`src/rtl/mips_pkg.sv`:
```
// Shared types and constants for the MIPS32 pipeline sequencing logic.
package mips_pkg;

    typedef enum logic [1:0] {
        ST_INIT,
        ST_RUN,
        ST_MEM_WAIT,
        ST_EXC
    } hz_state_t;

    localparam logic [2:0] PC_SEL_SEQ = 3'd0;
    localparam logic [2:0] PC_SEL_BR  = 3'd1;
    localparam logic [2:0] PC_SEL_JMP = 3'd2;
    localparam logic [2:0] PC_SEL_EXC = 3'd3;
    localparam logic [2:0] PC_SEL_EPC = 3'd4;

    localparam logic [1:0] FWD_RF  = 2'd0;
    localparam logic [1:0] FWD_MEM = 2'd1;
    localparam logic [1:0] FWD_WB  = 2'd2;

    localparam logic [4:0] REG_ZERO = 5'd0;

endpackage

```
`src/rtl/mips_hazard_ctrl_if.sv`:
```
// Hazard-unit bundle: pipeline status in, stage enables/flushes/selects out.
interface mips_hazard_ctrl_if #(parameter int CNT_W = 32);

    logic [4:0]       i_rs_dec, i_rt_dec;
    logic             i_use_rs_dec, i_use_rt_dec;
    logic             i_jump_dec, i_eret_dec;
    logic [4:0]       i_rs_exec, i_rt_exec;
    logic             i_lw_exec, i_regwrite_exec;
    logic [4:0]       i_wreg_exec;
    logic             i_regwrite_memac;
    logic [4:0]       i_wreg_memac;
    logic             i_regwrite_wrbc;
    logic [4:0]       i_wreg_wrbc;
    logic             i_branch_taken, i_exc_req;
    logic             i_dmem_req, i_dmem_ready;

    logic             o_we_pc, o_we_dec, o_we_exec, o_we_MemAc, o_we_WrBc;
    logic             o_s_rst_dec, o_s_rst_exec, o_s_rst_MemAc, o_s_rst_WrBc;
    logic [2:0]       o_pc_sel;
    logic             o_epc_we;
    logic [1:0]       o_fwd_a, o_fwd_b;
    logic             o_bus_err;
    logic [CNT_W-1:0] o_stall_cycles;

    modport master (
        input  i_rs_dec, i_rt_dec, i_use_rs_dec, i_use_rt_dec, i_jump_dec, i_eret_dec,
               i_rs_exec, i_rt_exec, i_lw_exec, i_regwrite_exec, i_wreg_exec,
               i_regwrite_memac, i_wreg_memac, i_regwrite_wrbc, i_wreg_wrbc,
               i_branch_taken, i_exc_req, i_dmem_req, i_dmem_ready,
        output o_we_pc, o_we_dec, o_we_exec, o_we_MemAc, o_we_WrBc,
               o_s_rst_dec, o_s_rst_exec, o_s_rst_MemAc, o_s_rst_WrBc,
               o_pc_sel, o_epc_we, o_fwd_a, o_fwd_b, o_bus_err, o_stall_cycles
    );

    modport slave (
        output i_rs_dec, i_rt_dec, i_use_rs_dec, i_use_rt_dec, i_jump_dec, i_eret_dec,
               i_rs_exec, i_rt_exec, i_lw_exec, i_regwrite_exec, i_wreg_exec,
               i_regwrite_memac, i_wreg_memac, i_regwrite_wrbc, i_wreg_wrbc,
               i_branch_taken, i_exc_req, i_dmem_req, i_dmem_ready,
        input  o_we_pc, o_we_dec, o_we_exec, o_we_MemAc, o_we_WrBc,
               o_s_rst_dec, o_s_rst_exec, o_s_rst_MemAc, o_s_rst_WrBc,
               o_pc_sel, o_epc_we, o_fwd_a, o_fwd_b, o_bus_err, o_stall_cycles
    );

endinterface

```
`src/rtl/mips_fwd_unit.sv`:
```
// Exec-operand forwarding select for one source register; MemAc is the newer value.
module mips_fwd_unit
    import mips_pkg::*;
(
    input  logic [4:0] src,
    input  logic       regwrite_memac,
    input  logic [4:0] wreg_memac,
    input  logic       regwrite_wrbc,
    input  logic [4:0] wreg_wrbc,
    output logic [1:0] fwd
);

    always_comb begin
        fwd = FWD_RF;
        if (regwrite_memac && wreg_memac != REG_ZERO && wreg_memac == src)
            fwd = FWD_MEM;
        else if (regwrite_wrbc && wreg_wrbc != REG_ZERO && wreg_wrbc == src)
            fwd = FWD_WB;
    end

endmodule

```
`src/rtl/mips_hazard_ctrl.sv`:
```
// Pipeline sequencer: stage enables/flushes, PC select, memory-wait freeze with
// timeout, exception redirect, and exec-stage forwarding selects.
module mips_hazard_ctrl
    import mips_pkg::*;
#(
    parameter int MEM_TIMEOUT = 16,
    parameter int CNT_W       = 32
) (
    input  logic              i_clk,
    input  logic              i_a_rst_n,
    mips_hazard_ctrl_if.master hz
);

    localparam int WAIT_W = $clog2(MEM_TIMEOUT + 1);

    hz_state_t         state, state_nxt;
    logic [WAIT_W-1:0] wait_cnt, wait_nxt;
    logic [CNT_W-1:0]  stall_cnt;
    logic              load_use, mem_stall;
    logic              do_exc, do_freeze, do_run, bus_err;
    logic [1:0]        fwd_a, fwd_b;

    assign load_use = hz.i_lw_exec && hz.i_regwrite_exec && hz.i_wreg_exec != REG_ZERO &&
                      ((hz.i_use_rs_dec && hz.i_rs_dec == hz.i_wreg_exec) ||
                       (hz.i_use_rt_dec && hz.i_rt_dec == hz.i_wreg_exec));
    assign mem_stall = hz.i_dmem_req && !hz.i_dmem_ready;

    // Decide which action class applies this cycle and where the FSM goes next.
    always_comb begin
        state_nxt = state;
        wait_nxt  = wait_cnt;
        do_exc    = 1'b0;
        do_freeze = 1'b0;
        do_run    = 1'b0;
        bus_err   = 1'b0;
        case (state)
            ST_INIT: state_nxt = ST_RUN;
            ST_RUN: begin
                if (hz.i_exc_req) begin
                    do_exc = 1'b1;
                end else if (mem_stall) begin
                    do_freeze = 1'b1;
                    wait_nxt  = WAIT_W'(1);
                    state_nxt = ST_MEM_WAIT;
                end else begin
                    do_run = 1'b1;
                end
            end
            ST_MEM_WAIT: begin
                if (hz.i_exc_req) begin
                    do_exc = 1'b1;
                end else if (hz.i_dmem_ready) begin
                    do_run    = 1'b1;
                    state_nxt = ST_RUN;
                end else if (wait_cnt == WAIT_W'(MEM_TIMEOUT - 1)) begin
                    // The RUN cycle that entered the wait counts as wait cycle 1.
                    do_exc  = 1'b1;
                    bus_err = 1'b1;
                end else begin
                    do_freeze = 1'b1;
                    wait_nxt  = wait_cnt + WAIT_W'(1);
                end
            end
            ST_EXC:  state_nxt = ST_RUN;
            default: state_nxt = ST_INIT;
        endcase
        if (do_exc) state_nxt = ST_EXC;
    end

    always_comb begin
        hz.o_we_pc       = 1'b1;
        hz.o_we_dec      = 1'b1;
        hz.o_we_exec     = 1'b1;
        hz.o_we_MemAc    = 1'b1;
        hz.o_we_WrBc     = 1'b1;
        hz.o_s_rst_dec   = 1'b0;
        hz.o_s_rst_exec  = 1'b0;
        hz.o_s_rst_MemAc = 1'b0;
        hz.o_s_rst_WrBc  = 1'b0;
        hz.o_pc_sel      = PC_SEL_SEQ;
        hz.o_epc_we      = 1'b0;
        if (state == ST_INIT) begin
            hz.o_we_pc       = 1'b0;
            hz.o_we_dec      = 1'b0;
            hz.o_we_exec     = 1'b0;
            hz.o_we_MemAc    = 1'b0;
            hz.o_we_WrBc     = 1'b0;
            hz.o_s_rst_dec   = 1'b1;
            hz.o_s_rst_exec  = 1'b1;
            hz.o_s_rst_MemAc = 1'b1;
            hz.o_s_rst_WrBc  = 1'b1;
        end else if (state == ST_EXC) begin
            hz.o_s_rst_dec = 1'b1;
        end else if (do_exc) begin
            hz.o_epc_we      = 1'b1;
            hz.o_pc_sel      = PC_SEL_EXC;
            hz.o_s_rst_dec   = 1'b1;
            hz.o_s_rst_exec  = 1'b1;
            hz.o_s_rst_MemAc = 1'b1;
        end else if (do_freeze) begin
            // WrBc is flushed so the held MemAc instruction is not written back twice.
            hz.o_we_pc      = 1'b0;
            hz.o_we_dec     = 1'b0;
            hz.o_we_exec    = 1'b0;
            hz.o_we_MemAc   = 1'b0;
            hz.o_s_rst_WrBc = 1'b1;
        end else if (do_run) begin
            if (hz.i_branch_taken) begin
                hz.o_pc_sel     = PC_SEL_BR;
                hz.o_s_rst_dec  = 1'b1;
                hz.o_s_rst_exec = 1'b1;
            end else if (load_use) begin
                hz.o_we_pc      = 1'b0;
                hz.o_we_dec     = 1'b0;
                hz.o_s_rst_exec = 1'b1;
            end else if (hz.i_eret_dec) begin
                hz.o_pc_sel    = PC_SEL_EPC;
                hz.o_s_rst_dec = 1'b1;
            end else if (hz.i_jump_dec) begin
                hz.o_pc_sel    = PC_SEL_JMP;
                hz.o_s_rst_dec = 1'b1;
            end
        end
    end

    always_ff @(posedge i_clk or negedge i_a_rst_n) begin
        if (!i_a_rst_n) begin
            state     <= ST_INIT;
            wait_cnt  <= '0;
            stall_cnt <= '0;
        end else begin
            state    <= state_nxt;
            wait_cnt <= wait_nxt;
            if (!hz.o_we_pc && stall_cnt != '1)
                stall_cnt <= stall_cnt + CNT_W'(1);
        end
    end

    mips_fwd_unit u_fwd_a (
        .src            (hz.i_rs_exec),
        .regwrite_memac (hz.i_regwrite_memac),
        .wreg_memac     (hz.i_wreg_memac),
        .regwrite_wrbc  (hz.i_regwrite_wrbc),
        .wreg_wrbc      (hz.i_wreg_wrbc),
        .fwd            (fwd_a)
    );

    mips_fwd_unit u_fwd_b (
        .src            (hz.i_rt_exec),
        .regwrite_memac (hz.i_regwrite_memac),
        .wreg_memac     (hz.i_wreg_memac),
        .regwrite_wrbc  (hz.i_regwrite_wrbc),
        .wreg_wrbc      (hz.i_wreg_wrbc),
        .fwd            (fwd_b)
    );

    assign hz.o_fwd_a        = i_a_rst_n ? fwd_a : FWD_RF;
    assign hz.o_fwd_b        = i_a_rst_n ? fwd_b : FWD_RF;
    assign hz.o_bus_err      = bus_err;
    assign hz.o_stall_cycles = stall_cnt;

endmodule

```
`src/flat_wrapper.sv`:
```
// flat-port wrapper written by rule: the top's interface ports become plain ports
module mips_hazard_ctrl_flat import mips_pkg::*;
#(
    parameter int MEM_TIMEOUT = 16,
    parameter int CNT_W       = 32
)
  (i_clk, i_a_rst_n, hz_i_rs_dec, hz_i_rt_dec, hz_i_use_rs_dec, hz_i_use_rt_dec, hz_i_jump_dec, hz_i_eret_dec, hz_i_rs_exec, hz_i_rt_exec, hz_i_lw_exec, hz_i_regwrite_exec, hz_i_wreg_exec, hz_i_regwrite_memac, hz_i_wreg_memac, hz_i_regwrite_wrbc, hz_i_wreg_wrbc, hz_i_branch_taken, hz_i_exc_req, hz_i_dmem_req, hz_i_dmem_ready, hz_o_we_pc, hz_o_we_dec, hz_o_we_exec, hz_o_we_MemAc, hz_o_we_WrBc, hz_o_s_rst_dec, hz_o_s_rst_exec, hz_o_s_rst_MemAc, hz_o_s_rst_WrBc, hz_o_pc_sel, hz_o_epc_we, hz_o_fwd_a, hz_o_fwd_b, hz_o_bus_err, hz_o_stall_cycles);
  mips_hazard_ctrl_if #(.CNT_W(CNT_W)) hz_i ();
  input  logic i_clk;
  input  logic i_a_rst_n;
  input wire logic [$bits(hz_i.i_rs_dec)-1:0] hz_i_rs_dec;
  input wire logic [$bits(hz_i.i_rt_dec)-1:0] hz_i_rt_dec;
  input wire logic [$bits(hz_i.i_use_rs_dec)-1:0] hz_i_use_rs_dec;
  input wire logic [$bits(hz_i.i_use_rt_dec)-1:0] hz_i_use_rt_dec;
  input wire logic [$bits(hz_i.i_jump_dec)-1:0] hz_i_jump_dec;
  input wire logic [$bits(hz_i.i_eret_dec)-1:0] hz_i_eret_dec;
  input wire logic [$bits(hz_i.i_rs_exec)-1:0] hz_i_rs_exec;
  input wire logic [$bits(hz_i.i_rt_exec)-1:0] hz_i_rt_exec;
  input wire logic [$bits(hz_i.i_lw_exec)-1:0] hz_i_lw_exec;
  input wire logic [$bits(hz_i.i_regwrite_exec)-1:0] hz_i_regwrite_exec;
  input wire logic [$bits(hz_i.i_wreg_exec)-1:0] hz_i_wreg_exec;
  input wire logic [$bits(hz_i.i_regwrite_memac)-1:0] hz_i_regwrite_memac;
  input wire logic [$bits(hz_i.i_wreg_memac)-1:0] hz_i_wreg_memac;
  input wire logic [$bits(hz_i.i_regwrite_wrbc)-1:0] hz_i_regwrite_wrbc;
  input wire logic [$bits(hz_i.i_wreg_wrbc)-1:0] hz_i_wreg_wrbc;
  input wire logic [$bits(hz_i.i_branch_taken)-1:0] hz_i_branch_taken;
  input wire logic [$bits(hz_i.i_exc_req)-1:0] hz_i_exc_req;
  input wire logic [$bits(hz_i.i_dmem_req)-1:0] hz_i_dmem_req;
  input wire logic [$bits(hz_i.i_dmem_ready)-1:0] hz_i_dmem_ready;
  output wire logic [$bits(hz_i.o_we_pc)-1:0] hz_o_we_pc;
  output wire logic [$bits(hz_i.o_we_dec)-1:0] hz_o_we_dec;
  output wire logic [$bits(hz_i.o_we_exec)-1:0] hz_o_we_exec;
  output wire logic [$bits(hz_i.o_we_MemAc)-1:0] hz_o_we_MemAc;
  output wire logic [$bits(hz_i.o_we_WrBc)-1:0] hz_o_we_WrBc;
  output wire logic [$bits(hz_i.o_s_rst_dec)-1:0] hz_o_s_rst_dec;
  output wire logic [$bits(hz_i.o_s_rst_exec)-1:0] hz_o_s_rst_exec;
  output wire logic [$bits(hz_i.o_s_rst_MemAc)-1:0] hz_o_s_rst_MemAc;
  output wire logic [$bits(hz_i.o_s_rst_WrBc)-1:0] hz_o_s_rst_WrBc;
  output wire logic [$bits(hz_i.o_pc_sel)-1:0] hz_o_pc_sel;
  output wire logic [$bits(hz_i.o_epc_we)-1:0] hz_o_epc_we;
  output wire logic [$bits(hz_i.o_fwd_a)-1:0] hz_o_fwd_a;
  output wire logic [$bits(hz_i.o_fwd_b)-1:0] hz_o_fwd_b;
  output wire logic [$bits(hz_i.o_bus_err)-1:0] hz_o_bus_err;
  output wire logic [$bits(hz_i.o_stall_cycles)-1:0] hz_o_stall_cycles;
  assign hz_i.i_rs_dec = hz_i_rs_dec;
  assign hz_i.i_rt_dec = hz_i_rt_dec;
  assign hz_i.i_use_rs_dec = hz_i_use_rs_dec;
  assign hz_i.i_use_rt_dec = hz_i_use_rt_dec;
  assign hz_i.i_jump_dec = hz_i_jump_dec;
  assign hz_i.i_eret_dec = hz_i_eret_dec;
  assign hz_i.i_rs_exec = hz_i_rs_exec;
  assign hz_i.i_rt_exec = hz_i_rt_exec;
  assign hz_i.i_lw_exec = hz_i_lw_exec;
  assign hz_i.i_regwrite_exec = hz_i_regwrite_exec;
  assign hz_i.i_wreg_exec = hz_i_wreg_exec;
  assign hz_i.i_regwrite_memac = hz_i_regwrite_memac;
  assign hz_i.i_wreg_memac = hz_i_wreg_memac;
  assign hz_i.i_regwrite_wrbc = hz_i_regwrite_wrbc;
  assign hz_i.i_wreg_wrbc = hz_i_wreg_wrbc;
  assign hz_i.i_branch_taken = hz_i_branch_taken;
  assign hz_i.i_exc_req = hz_i_exc_req;
  assign hz_i.i_dmem_req = hz_i_dmem_req;
  assign hz_i.i_dmem_ready = hz_i_dmem_ready;
  assign hz_o_we_pc = hz_i.o_we_pc;
  assign hz_o_we_dec = hz_i.o_we_dec;
  assign hz_o_we_exec = hz_i.o_we_exec;
  assign hz_o_we_MemAc = hz_i.o_we_MemAc;
  assign hz_o_we_WrBc = hz_i.o_we_WrBc;
  assign hz_o_s_rst_dec = hz_i.o_s_rst_dec;
  assign hz_o_s_rst_exec = hz_i.o_s_rst_exec;
  assign hz_o_s_rst_MemAc = hz_i.o_s_rst_MemAc;
  assign hz_o_s_rst_WrBc = hz_i.o_s_rst_WrBc;
  assign hz_o_pc_sel = hz_i.o_pc_sel;
  assign hz_o_epc_we = hz_i.o_epc_we;
  assign hz_o_fwd_a = hz_i.o_fwd_a;
  assign hz_o_fwd_b = hz_i.o_fwd_b;
  assign hz_o_bus_err = hz_i.o_bus_err;
  assign hz_o_stall_cycles = hz_i.o_stall_cycles;
  mips_hazard_ctrl #(.MEM_TIMEOUT(MEM_TIMEOUT), .CNT_W(CNT_W)) u_core (.i_clk(i_clk), .i_a_rst_n(i_a_rst_n), .hz(hz_i));
endmodule
```
`config.mk`:
```
export PLATFORM = sky130hd
export DESIGN_NAME = mips_hazard_ctrl_flat
export DESIGN_NICKNAME = d
export VERILOG_FILES = /design/src/rtl/mips_pkg.sv /design/src/rtl/mips_hazard_ctrl_if.sv /design/src/rtl/mips_fwd_unit.sv /design/src/rtl/mips_hazard_ctrl.sv /design/src/flat_wrapper.sv
export SDC_FILE = /design/constraint.sdc
export NUM_CORES = 1
export LEC_CHECK = 0
export CAP_MARGIN = 20
export CORE_ASPECT_RATIO = 1.2
export CORE_UTILIZATION = 50
export CTS_BUF_LIST = sky130_fd_sc_hd__clkbuf_4 sky130_fd_sc_hd__clkbuf_8
export CTS_CLUSTER_DIAMETER = 40
export DETAILED_ROUTE_END_ITERATION = 8
export PLACE_DENSITY = 0.95
export SYNTH_ARGS = -nofsm -noshare
export SYNTH_HDL_FRONTEND = slang
export SYNTH_SLANG_ARGS = --single-unit
```
`constraint.sdc`:
```
create_clock -name i_clk -period 8.1 [get_ports i_clk]
set_clock_uncertainty 0.05 [all_clocks]
set_input_delay 2.025 -clock i_clk [delete_from_list [all_inputs] [get_ports i_clk]]
set_output_delay 2.025 -clock i_clk [all_outputs]
set_load 0.02 [all_outputs]
```
Yosys cells after proc, flatten, opt, wreduce, memory -nomap -nowiden --
Cells that the tools add are included.
Word-level totals: word-level logic and storage cells 130, flip-flop bits (word level) 39
Cells by class: $add $sub $neg 2, mux-type cells 81, equality and inequality tests 20, reduce and logical (&&, ||, !) cells 24
Operators by type and width (number):
- $mux 1 | 51
- $add 32x1->32 const B | 1
- $ne 32x32->1 const B | 1
- $eq 5x5->1 | 6
- $mux 5 | 5
- $mux 2 | 12
- $mux 3 | 8
- $reduce_bool 5->1 | 3
- $logic_and 1x1->1 | 13
- $pmux 5 s2 | 1
- $ne 3x2->1 const B | 3
- $ne 2x2->1 const B | 4
- $pmux 1 s2 | 3
- $pmux 2 s3 | 1
- $reduce_and 6->1 | 1
- $add 5x1->5 const B | 1
- $eq 5x4->1 const B | 1
- $eq 2x2->1 const B | 2
- $reduce_and 4->1 | 1
- $ne 3x1->1 const B | 1
- $eq 2x1->1 const B | 1
- $logic_not 1->1 | 2
- $logic_not 2->1 | 1
- $ne 2x1->1 const B | 1
- other kinds (3) | 3

Depth between registers and ports, before layout --
depth in word-level cells 13, gate-level depth with buffers 10, mapped depth without buffers 9

Hierarchy --
Synthesis repeated with hierarchy kept, for this count alone.
Unflattened totals: cell total of the unflattened synthesis 324, area, all modules 2970.3 um2
By module, submodules not included:
- mips_hazard_ctrl | cells each 284, times used 1, area each 2667.6 um2
- mips_fwd_unit | cells each 20, times used 2, area each 151.4 um2

Least setup slack after synthesis --
Ideal clock, no wire load.
path type input -> output, start point input hz_i_wreg_memac[0], end point output hz_o_fwd_a[1], setup slack 2.483 ns, arrival time 3.542 ns, stages 4, required time 6.025 ns, cells stage by stage or4_1 > o21ai_0 > nor4_1 > nor4_1
On the way: longest elaborated chain between the ends 5, elaborated cells between the ends (all ways) 6
RTL lines:
- start, declared | line flat_wrapper.sv:23 | input wire logic [$bits(hz_i.i_wreg_memac)-1:0] hz_i_wreg_memac;
- $reduce_bool 5->1 | line mips_fwd_unit.sv:15 | if (regwrite_memac && wreg_memac != REG_ZERO && wreg_memac == src)
- $logic_and 1x1->1 | line mips_fwd_unit.sv:15
- $logic_and 1x1->1 * | line mips_fwd_unit.sv:15
- $mux 2 * | line mips_fwd_unit.sv:15
- $mux 2 * | line mips_hazard_ctrl.sv:157 | assign hz.o_fwd_a = i_a_rst_n ? fwd_a : FWD_RF;
- end, declared | line flat_wrapper.sv:41 | output wire logic [$bits(hz_i.o_fwd_a)-1:0] hz_o_fwd_a;
Mark *: on every way between the ends. The rest lies on a longest branch, timed or not.

Final worst setup path --
start point input hz_i_wreg_memac[3], end point output hz_o_fwd_b[1]
On the way: longest elaborated chain between the ends 5, elaborated cells between the ends (all ways) 6
RTL lines:
- $reduce_bool 5->1 | line mips_fwd_unit.sv:15
- $logic_and 1x1->1 | line mips_fwd_unit.sv:15
- $logic_and 1x1->1 * | line mips_fwd_unit.sv:15
- $mux 2 * | line mips_fwd_unit.sv:15
- $mux 2 * | line mips_hazard_ctrl.sv:158 | assign hz.o_fwd_b = i_a_rst_n ? fwd_b : FWD_RF;
- end, declared | line flat_wrapper.sv:42 | output wire logic [$bits(hz_i.o_fwd_b)-1:0] hz_o_fwd_b;
Marks and branches as above.

==> metrics <==
status=completed; slowest library cell on the worst path=clkdlybuf4s50_1; CP Class=in -> out; Mapped Area=roughly 2700 um^2; core area=5040 um^2; total routed wirelength=approximately 6.7 mm; Crit. End Element=primary output; Arr. time, crit path=4380 ps; Worst-Margin Slew=637 ps; Hold Violations, Final=0; Final setup viols=0; crit path cell chain=clkdlybuf4s50_1, or4_1, o21ai_0, nor4_1, nor4_1, clkdlybuf4s50_1; vias=2536; Hold/Removal Path Class=reg -> reg; final instance area=3780 um^2; largest net degree at the start of global routing=42; RSZ-0062 raised after global routing=false; Most used DFF post-synth=dfrtp_1; first-pass GRT wire length=10.4 mm; Leakage=1.58 nW; vias in the first global route=roughly 2400; Yosys cell types=49; most common cell in the netlist=xor2_1; Async S/R FF share, synth=1.00; TNS Setup=0 ps; Post-CTS Setup Inserts=0; post-CTS resize count=0; Post-synth EDFFs=0; die area=~5600 um^2; largest area contributor in the netlist=dfrtp_1; CP peak stage delay=670 ps; Finished Layout Cells=448; Syn Inst Count=approximately 290; Total GRT Usage=0.245; Ys Warns=0; Chip Width=68.7 um; Post-CTS Hold Fix Bufs=0; iteration count of the initial detailed-routing pass=5; # clock sinks=39; Worst Path Max Fanout=3; Syn Nets=344; final worst path period share=0.797; DRT iter0 DRCs=~110; f_max=155 MHz; PwrDens=roughly 180 nW/um^2; fill count=372; max-cap viol count=0; Max VDD drop=roughly 0.15 mV; CTS buffer count=5; Worst-path clk slew=80 ps; final antenna-violating net count=0; post-DP HPWL=about 5.2 mm; IO Pins=99; Remaining DRCs=0; worst path required time=between 6000 and 7000 ps; post-layout min period=6450 ps; initial antenna violation count=1; root buffer cell=clkbuf_8; largest cells by area after synthesis=dfrtp_1 (37%), xor2_1 (13%), xnor2_1 (5.3%); Avg WL per Cell=15.0 um; CTS H-tree depth=2; vias per cell=5.66; startpoint types=input port; RePlAce Congestion=between 0.7 and 0.8; die height=82.0 um; Max clock buf depth=2; Final Max Tran Viols=0; dpl cell area=3680 um^2; sequential fraction of the synthesis area=0.366; Post-synth top cells=xor2_1 (41), dfrtp_1 (39), nand2_1 (34); IO Port Bufs=98; syn avg cell area=9.27 um^2; area delta synth->final=41.5%; layout cell share with drive strength beyond 1=0.0724; Final nets=442; GR Overflow Total=0; Clk Latency, worst-skew pair=290 ps; starting density of the core=0.529; Slew HR=0.575; row cnt=28; CTS tree=done; share of the synthesized area in the top cell type=0.366; Cells after DPL=approximately 440; register bit total from synthesis=39
-- layout by cell type, fill, tap and decap left out, types with 5 or more instances in the layout --
| cell type | instances |
|---|---|
| inv_1 | 9 |
| xnor2_1 | 16 |
| clkdlybuf4s50_1 | 97 |
| nor3_1 | 17 |
| nor2_1 | 7 |
| nand2_1 | 34 |
| and3_1 | 5 |
| nand3_1 | 8 |
| a21oi_1 | 6 |
| o21ai_0 | 11 |
| nor4_1 | 13 |
| clkbuf_8 | 5 |
| xor2_1 | 41 |
| dfrtp_1 | 39 |
| nand2b_1 | 5 |
| nand4_1 | 8 |
| ha_1 | 7 |
-- cells by family after synthesis --
logic type	count (synthesis)	synth area share
fa+ha+maj	7	0.0328
compound gates	32	0.0769
buf+inv	18	0.0328
flops	39	0.366
mux	4	0.0169
xor+xnor	57	0.187
simple gates	131	0.288
-- final timing paths --
path,slack [ps],start,to,depth (start not counted)
min in group asynchronous,1780,i_a_rst_n,u_core.state[0],2
max,1650,hz_i_wreg_memac[3],hz_o_fwd_b[1],6
max in group asynchronous,5870,i_a_rst_n,u_core.hz.o_stall_cycles[2],2
min reg2reg,430,u_core.hz.o_stall_cycles[12],u_core.hz.o_stall_cycles[12],1
max reg2reg,5230,u_core.hz.o_stall_cycles[0],u_core.hz.o_stall_cycles[1],7
min,430,u_core.hz.o_stall_cycles[12],u_core.hz.o_stall_cycles[12],1
-- sequential cells by signal, summed over array words and instances (netlist names) --
register                  cells
u_core.wait_cnt               5
u_core.hz.o_stall_cycles     32
u_core.state                  2
-- per-stage QoR --
step | total power, mW | util | setup WS (ps) | hold slack [ps]
2_1_floorplan | 0.402 | - | 2480 | 400
3_3_place_gp | 0.524 | 0.730 | 1720 | 415
3_5_place_dp | 0.534 | 0.730 | 1660 | 421
4_1_cts | 0.665 | 0.748 | 1640 | 438
5_1_grt | 0.701 | 0.749 | 1540 | 459
6_report | 0.662 | 0.749 | 1650 | 435
-- cell type report --
class | instances | area [um^2] | area share
Antenna cell | 1 | 2.50 | 0.000663
Clock inverter | 2 | 12.5 | 0.00331
Multi-Input combinational cell | 231 | 1610 | 0.426
Inverter | 9 | 33.8 | 0.00895
Sequential cell | 39 | 976 | 0.258
Clock buffer | 6 | 76.3 | 0.0202
Timing Repair Buffer | 100 | 991 | 0.262
Tap cell | 60 | 75.1 | 0.0199
-- report_power, final --
part / switching (mW) / internal (mW) / leakage [nW]
combinational: 0.160 / 0.138 / 1.01
clock: 0.0683 / 0.0635 / 0.0446
sequential: 0.0201 / 0.212 / 0.527
-- per-layer routing --
metal,track usage,routed length (um),up-vias,part of all wire
li1,-,-,1219,-
met5,0,0,-,0
met3,0.0375,411,15,0.061
met4,0.100,144,0,0.021
met2,0.452,3480,103,0.52
met1,0.275,2700,1199,0.40
-- worst max-delay path, delay by kind of cell --
| family | cells | cell delay, ps |
|---|---|---|
| buffers and inverters | 2 | 1150 |
| AND/OR/NAND/NOR | 3 | 980 |
| AO/OA/AOI/OAI | 1 | 230 |
Note: power is estimated with default switching activity, not from simulation.
